**config.mk**
```make
export PLATFORM = sky130hd
export DESIGN_NAME = div_iter
export DESIGN_NICKNAME = d
export VERILOG_FILES = /design/src/rtl/div_iter.sv
export SDC_FILE = /design/constraint.sdc
export NUM_CORES = 1
export LEC_CHECK = 0
export CAP_MARGIN = 30
export CORE_MARGIN = 2
export CORE_UTILIZATION = 62
export CTS_CLUSTER_DIAMETER = 40
export DETAILED_ROUTE_END_ITERATION = 10
export DONT_BUFFER_PORTS = 1
export GPL_TIMING_DRIVEN = 0
export PLACE_DENSITY = 0.84
export SLEW_MARGIN = 20
export SYNTH_ARGS = -nofsm -noshare
export SYNTH_HDL_FRONTEND = slang
export SYNTH_SLANG_ARGS = --single-unit
```
**constraint.sdc**
```tcl
create_clock -name clk -period 7.8 [get_ports clk]
set_clock_uncertainty 0.2 [all_clocks]
set_input_delay 2.34 -clock clk [delete_from_list [all_inputs] [get_ports clk]]
set_output_delay 2.34 -clock clk [all_outputs]
set_load 0.03 [all_outputs]
```
**src/rtl/div_iter.sv**
```systemverilog
// Iterative restoring divider for MIPS DIV/DIVU.
// The quotient goes to LO and the remainder to HI. One quotient bit is
// produced per clock; the pipeline stalls on busy and captures the
// results on the single-cycle done pulse.
//
//   state  | meaning
//   -------+---------------------------------------------------------
//   S_IDLE | waiting for start; results from the last operation held
//   S_CALC | one subtract-and-shift step per cycle, WIDTH steps total
//   S_DONE | sign fix-up and result publish; may accept a new start
module div_iter #(
    parameter int WIDTH = 32
) (
    input  logic             clk,
    input  logic             rst_n,
    input  logic             start,
    input  logic             is_signed,
    input  logic [WIDTH-1:0] dividend,
    input  logic [WIDTH-1:0] divisor,
    output logic             busy,
    output logic             done,
    output logic [WIDTH-1:0] quotient,
    output logic [WIDTH-1:0] remainder,
    output logic             div_by_zero
);

    localparam int               CNT_W    = $clog2(WIDTH + 1);
    localparam logic [WIDTH-1:0] ONE      = {{(WIDTH-1){1'b0}}, 1'b1};
    localparam logic [CNT_W-1:0] CNT_INIT = CNT_W'(WIDTH);
    localparam logic [CNT_W-1:0] CNT_LAST = CNT_W'(1);

    typedef enum logic [1:0] {
        S_IDLE = 2'd0,
        S_CALC = 2'd1,
        S_DONE = 2'd2
    } state_t;

    state_t           r_state;
    logic [CNT_W-1:0] r_cnt;
    logic [WIDTH-1:0] r_rem;
    logic [WIDTH-1:0] r_quo;
    logic [WIDTH-1:0] r_dvs;
    logic [WIDTH-1:0] r_dvd_orig;
    logic             r_q_neg;
    logic             r_r_neg;
    logic             r_dbz_pend;
    logic             r_busy;
    logic             r_done;
    logic [WIDTH-1:0] r_quotient;
    logic [WIDTH-1:0] r_remainder;
    logic             r_dbz;

    logic             w_dvd_neg;
    logic             w_dvs_neg;
    logic [WIDTH-1:0] w_dvd_mag;
    logic [WIDTH-1:0] w_dvs_mag;
    logic [WIDTH:0]   w_rem_sh;
    logic [WIDTH:0]   w_trial;
    logic             w_fits;
    logic [WIDTH-1:0] w_rem_nxt;
    logic [WIDTH-1:0] w_quo_nxt;
    logic [WIDTH-1:0] w_quo_res;
    logic [WIDTH-1:0] w_rem_res;
    logic             w_accept;

    // Operand magnitudes, the restoring step and the final sign fix-up.
    always_comb begin
        w_dvd_neg = is_signed & dividend[WIDTH-1];
        w_dvs_neg = is_signed & divisor[WIDTH-1];
        w_dvd_mag = w_dvd_neg ? (~dividend + ONE) : dividend;
        w_dvs_mag = w_dvs_neg ? (~divisor + ONE) : divisor;

        // One extra bit keeps a 2^(WIDTH-1) magnitude exact and gives the
        // trial result a clean sign bit.
        w_rem_sh  = {r_rem, r_quo[WIDTH-1]};
        w_trial   = w_rem_sh - {1'b0, r_dvs};
        w_fits    = ~w_trial[WIDTH];
        w_rem_nxt = w_fits ? w_trial[WIDTH-1:0] : w_rem_sh[WIDTH-1:0];
        w_quo_nxt = {r_quo[WIDTH-2:0], w_fits};

        // A zero divisor still runs the full loop; the architectural result
        // is forced here rather than derived from the loop output.
        if (r_dbz_pend) begin
            w_quo_res = '1;
            w_rem_res = r_dvd_orig;
        end else begin
            w_quo_res = r_q_neg ? (~r_quo + ONE) : r_quo;
            w_rem_res = r_r_neg ? (~r_rem + ONE) : r_rem;
        end

        w_accept = start & (r_state != S_CALC);
    end

    // Control FSM, datapath registers and registered outputs.
    always_ff @(posedge clk or negedge rst_n) begin
        if (!rst_n) begin
            r_state     <= S_IDLE;
            r_cnt       <= '0;
            r_rem       <= '0;
            r_quo       <= '0;
            r_dvs       <= '0;
            r_dvd_orig  <= '0;
            r_q_neg     <= 1'b0;
            r_r_neg     <= 1'b0;
            r_dbz_pend  <= 1'b0;
            r_busy      <= 1'b0;
            r_done      <= 1'b0;
            r_quotient  <= '0;
            r_remainder <= '0;
            r_dbz       <= 1'b0;
        end else begin
            r_done <= 1'b0;

            case (r_state)
                S_IDLE: begin
                    r_state <= S_IDLE;
                end
                S_CALC: begin
                    r_rem <= w_rem_nxt;
                    r_quo <= w_quo_nxt;
                    r_cnt <= r_cnt - CNT_LAST;
                    if (r_cnt == CNT_LAST) begin
                        r_state <= S_DONE;
                        r_busy  <= 1'b0;
                    end
                end
                S_DONE: begin
                    r_done      <= 1'b1;
                    r_quotient  <= w_quo_res;
                    r_remainder <= w_rem_res;
                    r_dbz       <= r_dbz_pend;
                    r_state     <= S_IDLE;
                end
                default: begin
                    r_state <= S_IDLE;
                    r_busy  <= 1'b0;
                end
            endcase

            // Accepted from IDLE or DONE; in DONE the result above is built
            // from the old registers, so the new load does not disturb it.
            if (w_accept) begin
                r_quo      <= w_dvd_mag;
                r_dvs      <= w_dvs_mag;
                r_rem      <= '0;
                r_dvd_orig <= dividend;
                r_q_neg    <= is_signed & (dividend[WIDTH-1] ^ divisor[WIDTH-1]);
                r_r_neg    <= w_dvd_neg;
                r_dbz_pend <= (divisor == '0);
                r_cnt      <= CNT_INIT;
                r_busy     <= 1'b1;
                r_state    <= S_CALC;
            end
        end
    end

    assign busy        = r_busy;
    assign done        = r_done;
    assign quotient    = r_quotient;
    assign remainder   = r_remainder;
    assign div_by_zero = r_dbz;

endmodule
```
**After elaboration in Yosys (flattened, before gate mapping)**

Cells that the tools add are included.

- Register bits after elaboration: 206
- Input bits: 68
- Output and inout bits: 67
- Logic and storage cells: 61

- $add $sub $neg: 6
- Equal/unequal tests: 6
- Multiplexer cells: 20
- Bitwise operators: 10
- Reduce and logical (&&, ||, !) cells: 5

Operators by type and width:

| kind | count |
|---|---|
| 32-bit 2-to-1 mux | 11 |
| 32-bit by 1-bit adder with 32-bit output, second input constant | 4 |
| 32-bit inverter | 4 |
| 33-bit by 32-bit subtractor with 33-bit output | 1 |
| 32-bit zero test | 1 |
| 6-bit 2-to-1 mux | 2 |
| 6-bit by 1-bit == test with 1-bit output, second input constant | 1 |
| 2-bit 2-to-1 mux | 3 |
| 6-bit by 1-bit subtractor with 6-bit output, second input constant | 1 |
| 1-bit AND | 4 |
| 2-bit by 1-bit != test with 1-bit output, second input constant | 2 |
| 1-bit 2-to-1 mux | 3 |
| 3-bit != test, second input constant | 1 |
| 2-bit by 1-bit == test with 1-bit output, second input constant | 1 |
| 2-bit == test, second input constant | 1 |
| 2-bit zero test | 1 |
| 1-bit case mux with 2 select lines | 1 |
| 2-bit AND reduction | 1 |
| 2-bit nonzero test | 1 |
| 2-bit OR reduction | 1 |
| 1-bit inverter | 1 |
| 1-bit XOR | 1 |

**Longest topological paths before layout**

- Word-level depth: 4
- Mapped depth: 13
- Gate-level depth less buffers: 11

**Worst setup path after synthesis**

No wires, ideal clock.

- Kind: input-to-reg
- Start point: input port divisor[6]
- End point: register r_dvs[30]
- Library setup time: 129 ps
- Arrival: 4,397 ps
- Data required time: 7,471 ps
- Setup slack: 3,074 ps
- Stages: 8
- Buffers on the path: 0
- Cell sequence: or4_1 nor4_1 and4b_1 and2_1 nand3b_1 o41ai_2 xor2_1 o21ai_1

- Longest elaborated chain between the ends: 3

RTL lines:

| element | RTL line | text |
|---|---|---|
| from (decl) | 19 | `input logic [WIDTH-1:0] divisor,` |
| 32-bit inverter | 71 | `w_dvs_mag = w_dvs_neg ? (~divisor + ONE) : divisor;` |
| 32-bit by 1-bit adder with 32-bit output | 71 |  |
| 32-bit 2-to-1 mux | 71 |  |
| to (signal assigned) | 144 | `r_dvs <= w_dvs_mag;` |
| to (decl) | 42 | `logic [WIDTH-1:0] r_dvs;` |

No other way between the ends.
A chain may end at the register's enable or synchronous reset.

**Worst setup path in the final report**

- Start point: input port divisor[6]
- End point: register r_dvs[29]

The elaborated chain is that of the path after synthesis.

==> out/metrics.yaml <==
nFillCells: 1591
ios: 135
overflow: 0
rsz0062_at_grt: "false"
dp_cells: 1839
grt_max_degree: 207
critical_path_class: "in2reg"
drv_cap: 0
placed_area_mm2: 0.0133
yosysWarnings: 0
startpoint_type: "input pin"
clk_latency_ns: 0.56
routed_wl_um: 39200
async_reset_ff_share_pct: 100
start_util_pct: 63.6
max_slew_margin_pct: 36.7
p_clk_share_pct: 18.9
cts_buffers: 31
fmax_ghz: 0.212
avgRoutedWirePerCell_um: 20.7
finalSetupTns_ns: 0
cp.arrival_ns: 4.93
end_kind: "flip-flop"
p_leak_nw: 6.26
fin_nets: 1709
die_w_um: 149
p_sw_share_pct: 48.2
multi_input_area_mm2: 0.00729
dp_hpwl_um: 29200
syn_area_mm2: 0.0130
clockBufferDepth: 3
h-tree-depth: 1
final_core_util_pct: 70.6
final_common_cell: "nand2_1"
post_cts_buffers: 0
slew_violations: 0
die_h_um: 149
pwr-share-seq_pct: 30.8
finalCriticalPeriod_ns: 4.72
drc_errors: 0
p_sw_mw: 3.68
die-area_mm2: 0.0221
ff_latch_area_mm2: 0.00515
synth_ff_type: "dfrtp_1"
reg2reg_from: "r_rem[16]"
vdd_ir_drop_max_mv: 0.216
worstPathRequired_ns: 8.01
path_max_fanout: 6
gp_congestion: 0.970
num_rows: 52
grt_pass1_vias: 11700
first_pass_iters: 6
timing.final.crit_share_pct: 60.5
via_per_inst: 6.51
hp-class: "reg2reg"
setup_viol: 0
route.vias.total: 12400
core_mm2: 0.0204
cts_resized: 0
cts_tree: "built"
final_area_mm2: 0.0144
post_layout_nonfiller_instances: 1897
hold_viol: 0
grt_antenna_before_repair: 1
fin_total_pwr_mw: 7.64
grtUsageTotal_pct: 35.0
p_int_mw: 3.96
tightest_slew_ns: 0.946
critPathLaunch: "divisor[6]"
ys_types: 64
antenna_cells: 0
syn_nets: 1676
ys_ff_latch: 206
pwr_density_cell_mw_per_mm2: 530
combinationalPowerShare_pct: 50.2
synth_edf_count: 0
detail_route.iter0.violations: 1512
ant_nets: 0
hold_buffers: 0
clock_sinks: 206
clk_pin_slew_ns: 0.06
io_buffers: 0
cts_root_buf: "clkbuf_16"
final_cell_mix: "nand2_1 (275), dfrtp_1 (206), o21ai_0 (184), a21oi_1 (121), nor2_1 (106)"
hold_start: "r_dvd_orig[14]"
synth_cells: 1569
drive_gt1_share_pct: 4.86
outcome: "complete, no violations"
synth.avg_cell_area_um2: 8.28
grt_pass1_wl_um: 61500
area_growth_pct: 11.0
synth_seq_area_share_pct: 39.7
## final timing paths
path | to | slack, ns | depth (start not counted)
min reg2reg | r_dvd_orig[14] | 0.28 | 2
min | r_dvd_orig[14] | 0.28 | 2
min in group asynchronous | remainder[19] | 1.29 | 0
max reg2reg | r_rem[16] | 3.87 | 11
max | r_dvs[29] | 3.08 | 8
max in group asynchronous | r_dvs[9] | 5.74 | 0
## metal layers
metal	global-route usage (%)	vias to the layer above	routed length (um)
met3	6.94	130	4480
met4	13.3	2	1670
met5	0	-	13
met2	54.1	753	17400
li1	-	5608	-
met1	49.2	5859	15700
## flip-flops by register name, indices dropped and copies added (netlist names), 2 cells and up
name	cells
quotient	32
r_cnt	6
r_dvd_orig	32
r_dvs	32
r_quo	32
r_rem	32
r_state	2
remainder	32
## per-stage QoR
stage	setup slack [ns]	hold slack (ns)
6_report	3.08	0.279
5_1_grt	2.87	0.298
4_1_cts	3.03	0.276
3_5_place_dp	2.47	0.263
3_3_place_gp	2.55	0.253
2_1_floorplan	3.07	0.237
## cell usage after synthesis (9+ instances only)
cell type	n	share of area, %
nand2_1	275	7.9
dfrtp_1	206	40
o21ai_0	184	7.1
a21oi_1	121	4.7
nor2_1	106	3.1
xor2_1	74	5.0
clkbuf_1	72	2.1
xnor2_1	63	4.2
inv_1	55	1.6
ha_1	38	3.7
nor4_1	30	1.4
or3_1	26	1.3
nor3_1	22	0.85
a311o_1	21	1.6
o31ai_1	21	1.2
nor3b_1	20	1.2
nand3_1	17	0.65
a21o_1	16	0.92
o211ai_1	15	0.87
mux2i_1	14	1.1
o41ai_1	13	0.88
nand2b_1	12	0.58
and3_1	11	0.53
a31oi_1	10	0.48
buf_1	10	0.29
nand3b_1	10	0.58
nand4_1	9	0.43
## logic make-up (layout without fill, tap and decap cells)
group | after synthesis | in the layout | synth area share, %
AOI/OAI and AO/OA | 450 | 450 | 21.0
xor gates and xnor gates | 137 | 137 | 9.23
adders and majority gates | 39 | 39 | 3.81
buffers and inverters | 145 | 203 | 4.27
DFF | 206 | 206 | 39.7
muxes | 14 | 14 | 1.08
and+or+nand+nor | 578 | 578 | 20.9
## area by class of cell
cell class | count | area share [%]
Buffer | 90 | 2.41
Clock buffer | 35 | 5.55
Clock inverter | 23 | 1.99
Inverter | 55 | 1.43
Multi-Input combinational cell | 1218 | 50.5
Sequential cell | 206 | 35.7
Tap cell | 270 | 2.34
## power by group through the flow
stage,registers [mW],logic (mW),clock network [mW]
3_5_place_dp,2.34,3.69,0
5_1_grt,2.40,4.24,1.49
4_1_cts,2.33,3.74,1.45
6_report,2.35,3.84,1.45
3_3_place_gp,2.32,3.61,0
2_1_floorplan,2.15,2.86,0
## critical path: stages
cell	delay, ns
or4_1	0.60
nor4b_2	0.52
and4b_1	0.35
nand2_1	0.08
nor4_1	0.57
a21oi_1	0.17
xnor2_1	0.19
o21ai_0	0.09
(Power assumes the default switching activity.)
